[config.mk]
export PLATFORM = sky130hd
export DESIGN_NAME = trap_sequencer
export DESIGN_NICKNAME = d
export VERILOG_FILES = /design/src/rtl/trap_sequencer.sv
export SDC_FILE = /design/constraint.sdc
export NUM_CORES = 1
export LEC_CHECK = 0
export ABC_AREA = 1
export ABC_CLOCK_PERIOD_IN_PS = 1900
export CORE_AREA = 2 2 121 123
export CTS_BUF_LIST = sky130_fd_sc_hd__clkbuf_8
export DETAILED_ROUTE_END_ITERATION = 12
export DIE_AREA = 0 0 123 125
export HOLD_SLACK_MARGIN = 0.15
export PLACE_DENSITY = 0.82
export SYNTH_ARGS = -nofsm -noshare
export SYNTH_HDL_FRONTEND = slang
export SYNTH_SLANG_ARGS = --single-unit
export TNS_END_PERCENT = 10
[constraint.sdc]
create_clock -name iCLK -period 1.9 [get_ports iCLK]
set_input_delay 0.38 -clock iCLK [delete_from_list [all_inputs] [get_ports iCLK]]
set_output_delay 0.38 -clock iCLK [all_outputs]
set_load 0.01 [all_outputs]
[src/rtl/trap_sequencer.sv]
// User-mode trap/URET sequencer: drives the CSR file's write port and redirects fetch.
// Optional `TRAP_INTERRUPT_EN adds user external interrupts with vectored utvec support.
module trap_sequencer #(
    parameter int          XLEN         = 32,
    parameter logic [11:0] ADDR_USTATUS = 12'h000,
    parameter logic [11:0] ADDR_UEPC    = 12'h041,
    parameter logic [11:0] ADDR_UCAUSE  = 12'h042,
    parameter logic [11:0] ADDR_UTVAL   = 12'h043
) (
    input  logic            iCLK,
    input  logic            iRST,
    input  logic            iValid,
    input  logic [XLEN-1:0] iPC,
    input  logic [XLEN-1:0] iInst,
    input  logic            iIllegal,
    input  logic            iEcall,
    input  logic            iLoadMis,
    input  logic            iStoreMis,
    input  logic [XLEN-1:0] iBadAddr,
    input  logic            iUret,
    input  logic [XLEN-1:0] iUSTATUS,
    input  logic [XLEN-1:0] iUTVEC,
    input  logic [XLEN-1:0] iUEPC,
    input  logic            iExtIrq,
    input  logic            iUIE_UEIE,
    output logic            oCSRWe,
    output logic [11:0]     oCSRAddr,
    output logic [XLEN-1:0] oCSRData,
    output logic            oStall,
    output logic            oRedirect,
    output logic [XLEN-1:0] oRedirectPC,
    output logic            oBusy
);

    typedef enum logic [2:0] {
        IDLE, W_EPC, W_CAUSE, W_TVAL, W_STATUS, R_STATUS, REDIRECT
    } state_t;

    state_t          r_state, w_next;
    logic [XLEN-1:0] r_epc, r_cause, r_tval, r_target;
    logic            r_irq;

    logic            w_exc, w_irq, w_trap, w_uret;
    logic [XLEN-1:0] w_cause, w_tval, w_base, w_vec_target;

    // Detection is gated by reset so every output reads 0 while iRST is high.
    assign w_exc  = ~iRST & iValid & (iIllegal | iEcall | iLoadMis | iStoreMis);
`ifdef TRAP_INTERRUPT_EN
    assign w_irq  = ~iRST & iValid & iExtIrq & iUIE_UEIE & iUSTATUS[0] & ~w_exc;
`else
    logic w_unused_irq;
    assign w_unused_irq = ^{iExtIrq, iUIE_UEIE, iUTVEC[1:0]};
    assign w_irq  = 1'b0;
`endif
    assign w_trap = (r_state == IDLE) & (w_exc | w_irq);
    assign w_uret = (r_state == IDLE) & ~iRST & iValid & iUret & ~w_exc & ~w_irq;

    always_comb begin
        w_cause = '0;
        w_tval  = '0;
        if (iIllegal) begin
            w_cause = XLEN'(2);
            w_tval  = iInst;
        end else if (iEcall) begin
            w_cause = XLEN'(8);
        end else if (iLoadMis) begin
            w_cause = XLEN'(4);
            w_tval  = iBadAddr;
        end else if (iStoreMis) begin
            w_cause = XLEN'(6);
            w_tval  = iBadAddr;
        end else if (w_irq) begin
            w_cause = {1'b1, {(XLEN-5){1'b0}}, 4'h8};
        end
    end

    assign w_base = {iUTVEC[XLEN-1:2], 2'b00};
`ifdef TRAP_INTERRUPT_EN
    assign w_vec_target = (r_irq && iUTVEC[1:0] == 2'b01) ? w_base + XLEN'(32) : w_base;
`else
    assign w_vec_target = w_base;
`endif

    always_ff @(posedge iCLK) begin
        if (iRST) begin
            r_state  <= IDLE;
            r_epc    <= '0;
            r_cause  <= '0;
            r_tval   <= '0;
            r_target <= '0;
            r_irq    <= 1'b0;
        end else begin
            r_state <= w_next;
            if (w_trap) begin
                r_epc   <= iPC;
                r_cause <= w_cause;
                r_tval  <= w_tval;
                r_irq   <= w_irq;
            end else if (w_uret) begin
                r_target <= iUEPC;
            end
            if (r_state == W_STATUS) r_target <= w_vec_target;
        end
    end

    always_comb begin
        w_next      = r_state;
        oCSRWe      = 1'b0;
        oCSRAddr    = '0;
        oCSRData    = '0;
        oRedirect   = 1'b0;
        oRedirectPC = '0;
        case (r_state)
            IDLE: begin
                if (w_trap)      w_next = W_EPC;
                else if (w_uret) w_next = R_STATUS;
            end
            W_EPC: begin
                oCSRWe   = 1'b1;
                oCSRAddr = ADDR_UEPC;
                oCSRData = {r_epc[XLEN-1:2], 2'b00};
                w_next   = W_CAUSE;
            end
            W_CAUSE: begin
                oCSRWe   = 1'b1;
                oCSRAddr = ADDR_UCAUSE;
                oCSRData = r_cause;
                w_next   = W_TVAL;
            end
            W_TVAL: begin
                oCSRWe   = 1'b1;
                oCSRAddr = ADDR_UTVAL;
                oCSRData = r_tval;
                w_next   = W_STATUS;
            end
            W_STATUS: begin
                // UPIE <= UIE, UIE <= 0
                oCSRWe   = 1'b1;
                oCSRAddr = ADDR_USTATUS;
                oCSRData = {iUSTATUS[XLEN-1:5], iUSTATUS[0], iUSTATUS[3:1], 1'b0};
                w_next   = REDIRECT;
            end
            R_STATUS: begin
                // UIE <= UPIE, UPIE <= 1
                oCSRWe   = 1'b1;
                oCSRAddr = ADDR_USTATUS;
                oCSRData = {iUSTATUS[XLEN-1:5], 1'b1, iUSTATUS[3:1], iUSTATUS[4]};
                w_next   = REDIRECT;
            end
            REDIRECT: begin
                oRedirect   = 1'b1;
                oRedirectPC = r_target;
                w_next      = IDLE;
            end
            default: w_next = IDLE;
        endcase
    end

    assign oBusy  = (r_state != IDLE);
    assign oStall = oBusy | w_trap | w_uret;

endmodule
After elaboration in Yosys (flattened, before gate mapping). Cells that the tools add are included.

Flip-flop bits (word level): 131. Output and inout port bits: 80. Logic and storage cells: 56.

Equality and inequality tests: 8. Multiplexer cells: 19. Bitwise operators: 15. Reductions and logical operators: 8.

Operator list (count): $mux 32 (9); $pmux 32 s5 (1); $pmux 7 s3 (1); $pmux 3 s5 (1); $mux 3 (4); $eq 3x3->1 const B (3); $and 1x1->1 (7); $eq 3x2->1 const B (2); $or 1x1->1 (5); $reduce_or 5->1 (1); $mux 4 (1); $reduce_and 2->1 (2); $reduce_or 2->1 (2); $eq 3x1->1 const B (1); $logic_not 3->1 (1); $ne 3x3->1 const B (1); $not 1->1 (3); $reduce_bool 3->1 (1); $mux 1 (2); $ne 2x1->1 const B (1); $reduce_bool 2->1 (1).

Depth between registers and ports, before layout.
Depth after elaboration: 9. Mapped depth: 10. Depth with buffers taken out: 7.

Least setup slack after synthesis. No wires, ideal clock.

Path type: reg2out. Start point: reg r_state[1]. End point: out oCSRData[12]. Arrival: 1.602 ns. Required time: 1.520 ns. Slack: -0.082 ns. Cell stages (with the launch flop): 8. Cells stage by stage: dfxtp_1 -> inv_1 -> ha_1 -> nand2_1 -> inv_1 -> buf_4 -> buf_4 -> nor2_1.

Word-level cells in the longest chain between the ends: 2.

Ends and longest elaborated chain: start, declared (line 39) `state_t r_state, w_next;`; start signal, assigned (line 93) `r_state <= w_next;`; $eq 3x3->1, or another cell as far along (line 113) `case (r_state)`; $pmux 32 s5 (*) (line 113); end, declared (line 28) `output logic [XLEN-1:0] oCSRData,`.

Every way passes the cells marked *; elsewhere a longest branch is shown, timed or not.

Final worst setup path.
Start point: reg r_state[0]. End point: out oCSRData[4].

Same word-level chain as after synthesis.

==> results.sh <==
export IMPL_violations="negative setup slack"
export IMPL_cpPeakStageDelay_ns=0.38
export IMPL_maxCapViolCount=0
export IMPL_worstPathMaxFanout=5
export IMPL_drt_iter0_markers=588
export IMPL_synth_top_family_by_area="simple AND/OR/NAND/NOR gates"
export IMPL_track_usage_pct=29.3
export IMPL_antenna_left=0
export IMPL_met3_length_um=1880
export IMPL_cts_root_buffer="clkbuf_8"
export IMPL_fin_tns_setup_ns=-10.40
export IMPL_slew_headroom_pct=56.5
export IMPL_layout_common_cells="nand2_1, clkdlybuf4s50_1, nor2_1"
export IMPL_clk_pin_slew_ns=0.10
export IMPL_ys_seq_elements=100
export IMPL_synth_cell_type_count=31
export IMPL_rows=44
export IMPL_tightest_slew_ns=0.653
export IMPL_antenna_found_initial=0
export IMPL_die_x_um=123
export IMPL_io_pin_count=282
export IMPL_max_freq_mhz=472
export IMPL_yosys_warnings=0
export IMPL_power_share_combinational_pct=64.6
export IMPL_htree_levels=3
export IMPL_coreArea_um2=14200
export IMPL_crit_chain="buf_12 > nand2_4 > nor2_4 > buf_4 > buf_6 > nand2_1 > o211ai_1 > nand2_1 > inv_1 > buf_6"
export IMPL_power_frac_seq_pct=25.2
export IMPL_end_kind="output pin"
export IMPL_cts_buffers=9
export IMPL_via_count=7437
export IMPL_rr_worst_depth=10
export IMPL_r2r_start="r_state[1]"
export IMPL_cp_required_ns=1.52
export IMPL_drt_vias_per_instance=5.15
export IMPL_hold_viol_final=0
export IMPL_fin_skew_ns=0.0140
export IMPL_power_density_nw_per_um2=1260
export IMPL_status="finished with violations"
export IMPL_antenna_cells=0
export IMPL_synth_simple_area_share_pct=42.2
export IMPL_grt_pass1_wl_um=35700
export IMPL_post_dp_cell_area_um2=8960
export IMPL_cts_hold_buf=0
export IMPL_dr_pass1_iters=5
export IMPL_postSynthCellCount=974
export IMPL_grt_max_degree=62
export IMPL_drv_slew=0
export IMPL_synth_compound_area_share_pct=10.7
export IMPL_reg2reg_slack_ns=0.10
export IMPL_synth_xor_area_share_pct=0
export IMPL_finalCriticalPeriod_ns=2.12
export IMPL_p_sw_share_pct=43.8
export IMPL_p_leak_nw=4.22
export IMPL_peakVddDrop_v=0.000689
export IMPL_gr_total_overflow=0
export IMPL_clkLatencyLatePin_ns=0.38
export IMPL_total_power_mw=12.1
export IMPL_p_int_mw=6.80
export IMPL_wl_met1_um=9330
export IMPL_cp_arrival_ns=1.74
export IMPL_cts_buffer_depth=2
export IMPL_nets=1462
export IMPL_setup_violations=68
export IMPL_synthMuxAreaShare_pct=0
export IMPL_syn_area_per_cell_um2=6.05
export IMPL_synth_seq_area_share_pct=34.0
export IMPL_grt_pass1_vias=6836
export IMPL_worstReg2RegEnd="r_epc[10]"
export IMPL_crit_type="reg -> out"
export IMPL_die_area_um2=15400
export IMPL_hold_ws_ns=0.447
export IMPL_avgRoutedWirePerCell_um=16.2
export IMPL_route_final_wire_length_um=23400
export IMPL_wl_met2_um=11200
export IMPL_post_dp_hpwl_um=16000
export IMPL_final_common_cell="nand2_1"
export IMPL_postLayoutCellArea_um2=9600
export IMPL_dieHeight_um=125
export IMPL_min_path_type="in -> reg"
export IMPL_finalWorstSetupSlack_ns=-0.218
export IMPL_drc=0
export IMPL_rsz0062_at_grt="true"
export IMPL_start_util_pct=41.5
export IMPL_gp_congestion=0.916
export IMPL_cts_sinks=100
export IMPL_syn_cell_area_um2=5890
export IMPL_drive_gt1_share_pct=19.9
export IMPL_port_buffers=266
export IMPL_p_sw_mw=5.31
export IMPL_cp_slowest_cell="dfxtp_4"
export IMPL_critPathCapture="oCSRData[4]"
export IMPL_top_layer_used="met4"
export IMPL_cts_tree="done"
export IMPL_clockPowerShare_pct=10.2
export IMPL_area_growth_pct=63.0
export IMPL_synth_fa_ha_area_share_pct=0.637
export IMPL_cp_startpoint="r_state[0]"
export IMPL_finalCritPeriodShare_pct=111
export IMPL_cp_start_kind="flop"
==> synthesized netlist by cell type, drive strengths merged <==
library cell | count | share of area [%]
clkinv | 1 | 0.064
a31oi | 16 | 1.7
a22oi | 1 | 0.13
nand2 | 267 | 17
nor2 | 185 | 12
nor3 | 5 | 0.51
dfxtp | 100 | 34
nor4 | 2 | 0.21
buf | 51 | 5.2
a21oi | 52 | 4.7
o211ai | 2 | 0.25
clkbuf | 31 | 2.0
o21ai | 47 | 4.0
nand3 | 98 | 8.4
ha | 3 | 0.64
nand4 | 32 | 3.4
conb | 1 | 0.064
inv | 80 | 5.1
==> routing by layer <==
layer | track usage (%) | up-vias
li1 | - | 3646
met1 | 37.8 | 3394
met2 | 47.6 | 329
met3 | 5.57 | 68
met4 | 12.6 | 0
met5 | 0 | -
==> worst min-delay path by stage <==
stage                           end  slack (ns)  cells after the start      from
final                     r_tval[7]        0.45                      3      iRST
after global routing      r_tval[7]        0.44                      3      iRST
after CTS                 r_tval[7]        0.44                      3      iRST
after detailed placement   r_epc[2]        0.46                      2  r_epc[2]
after global placement     r_epc[3]        0.44                      2  r_epc[3]
after floorplan            r_epc[3]        0.43                      2  r_epc[3]
==> power groups by stage <==
| stage | Clock [mW] | Combinational, mW | Sequential (mW) |
|---|---|---|---|
| after floorplan | 0 | 3.61 | 2.96 |
| after global placement | 0 | 6.03 | 3.00 |
| after detailed placement | 0 | 6.14 | 3.03 |
| after CTS | 1.25 | 7.26 | 3.00 |
| after global routing | 1.33 | 8.52 | 3.09 |
| final | 1.24 | 7.82 | 3.04 |
==> sequential cells by signal, indices dropped and copies added, names as in the netlist <==
| name | cells |
|---|---|
| r_tval | 32 |
| r_state | 3 |
| r_cause | 3 |
| r_target | 32 |
| r_epc | 30 |
==> worst max-delay path, delay by kind of cell, from the launching register on <==
family | cells | cell delay, ns
flops | 1 | 0.38
buf+inv | 5 | 0.55
compound gates | 1 | 0.08
simple gates | 4 | 0.33
==> cell type report <==
cell class	instances	area, µm²
clock buffers	10	138
clock inverters	4	20.0
fillers	1193	4600
inverters	81	322
multi-input cells	719	3570
flip-flops and latches	100	2010
well taps	184	230
repair buffers	346	3310
==> through the flow <==
step | cells | util (%) | setup slack [ns]
5_1_grt | 1444 | 67.6 | -0.319
6_report | 1444 | 67.6 | -0.218
4_1_cts | 1440 | 65.4 | -0.211
2_1_floorplan | 982 | - | 0.0241
3_3_place_gp | 1412 | 63.1 | -0.510
3_5_place_dp | 1412 | 63.1 | -0.554
==> cell families after synthesis <==
family | Yosys count
AOI/OAI and AO/OA | 118
DFF | 100
and+or+nand+nor | 589
other | 1
buffers and inverters | 163
adders and majority gates | 3
==> timing repair <==
action | CTS | global route
hold endpoints to repair | 0 | 0
gates cloned | 5 | 1
resized for setup | 350 | 80
buffers inserted | 9 | 5
endpoints found under the setup margin | 71 | 89
pin swaps | 17 | 17
Power figures use the tool's default switching activity.
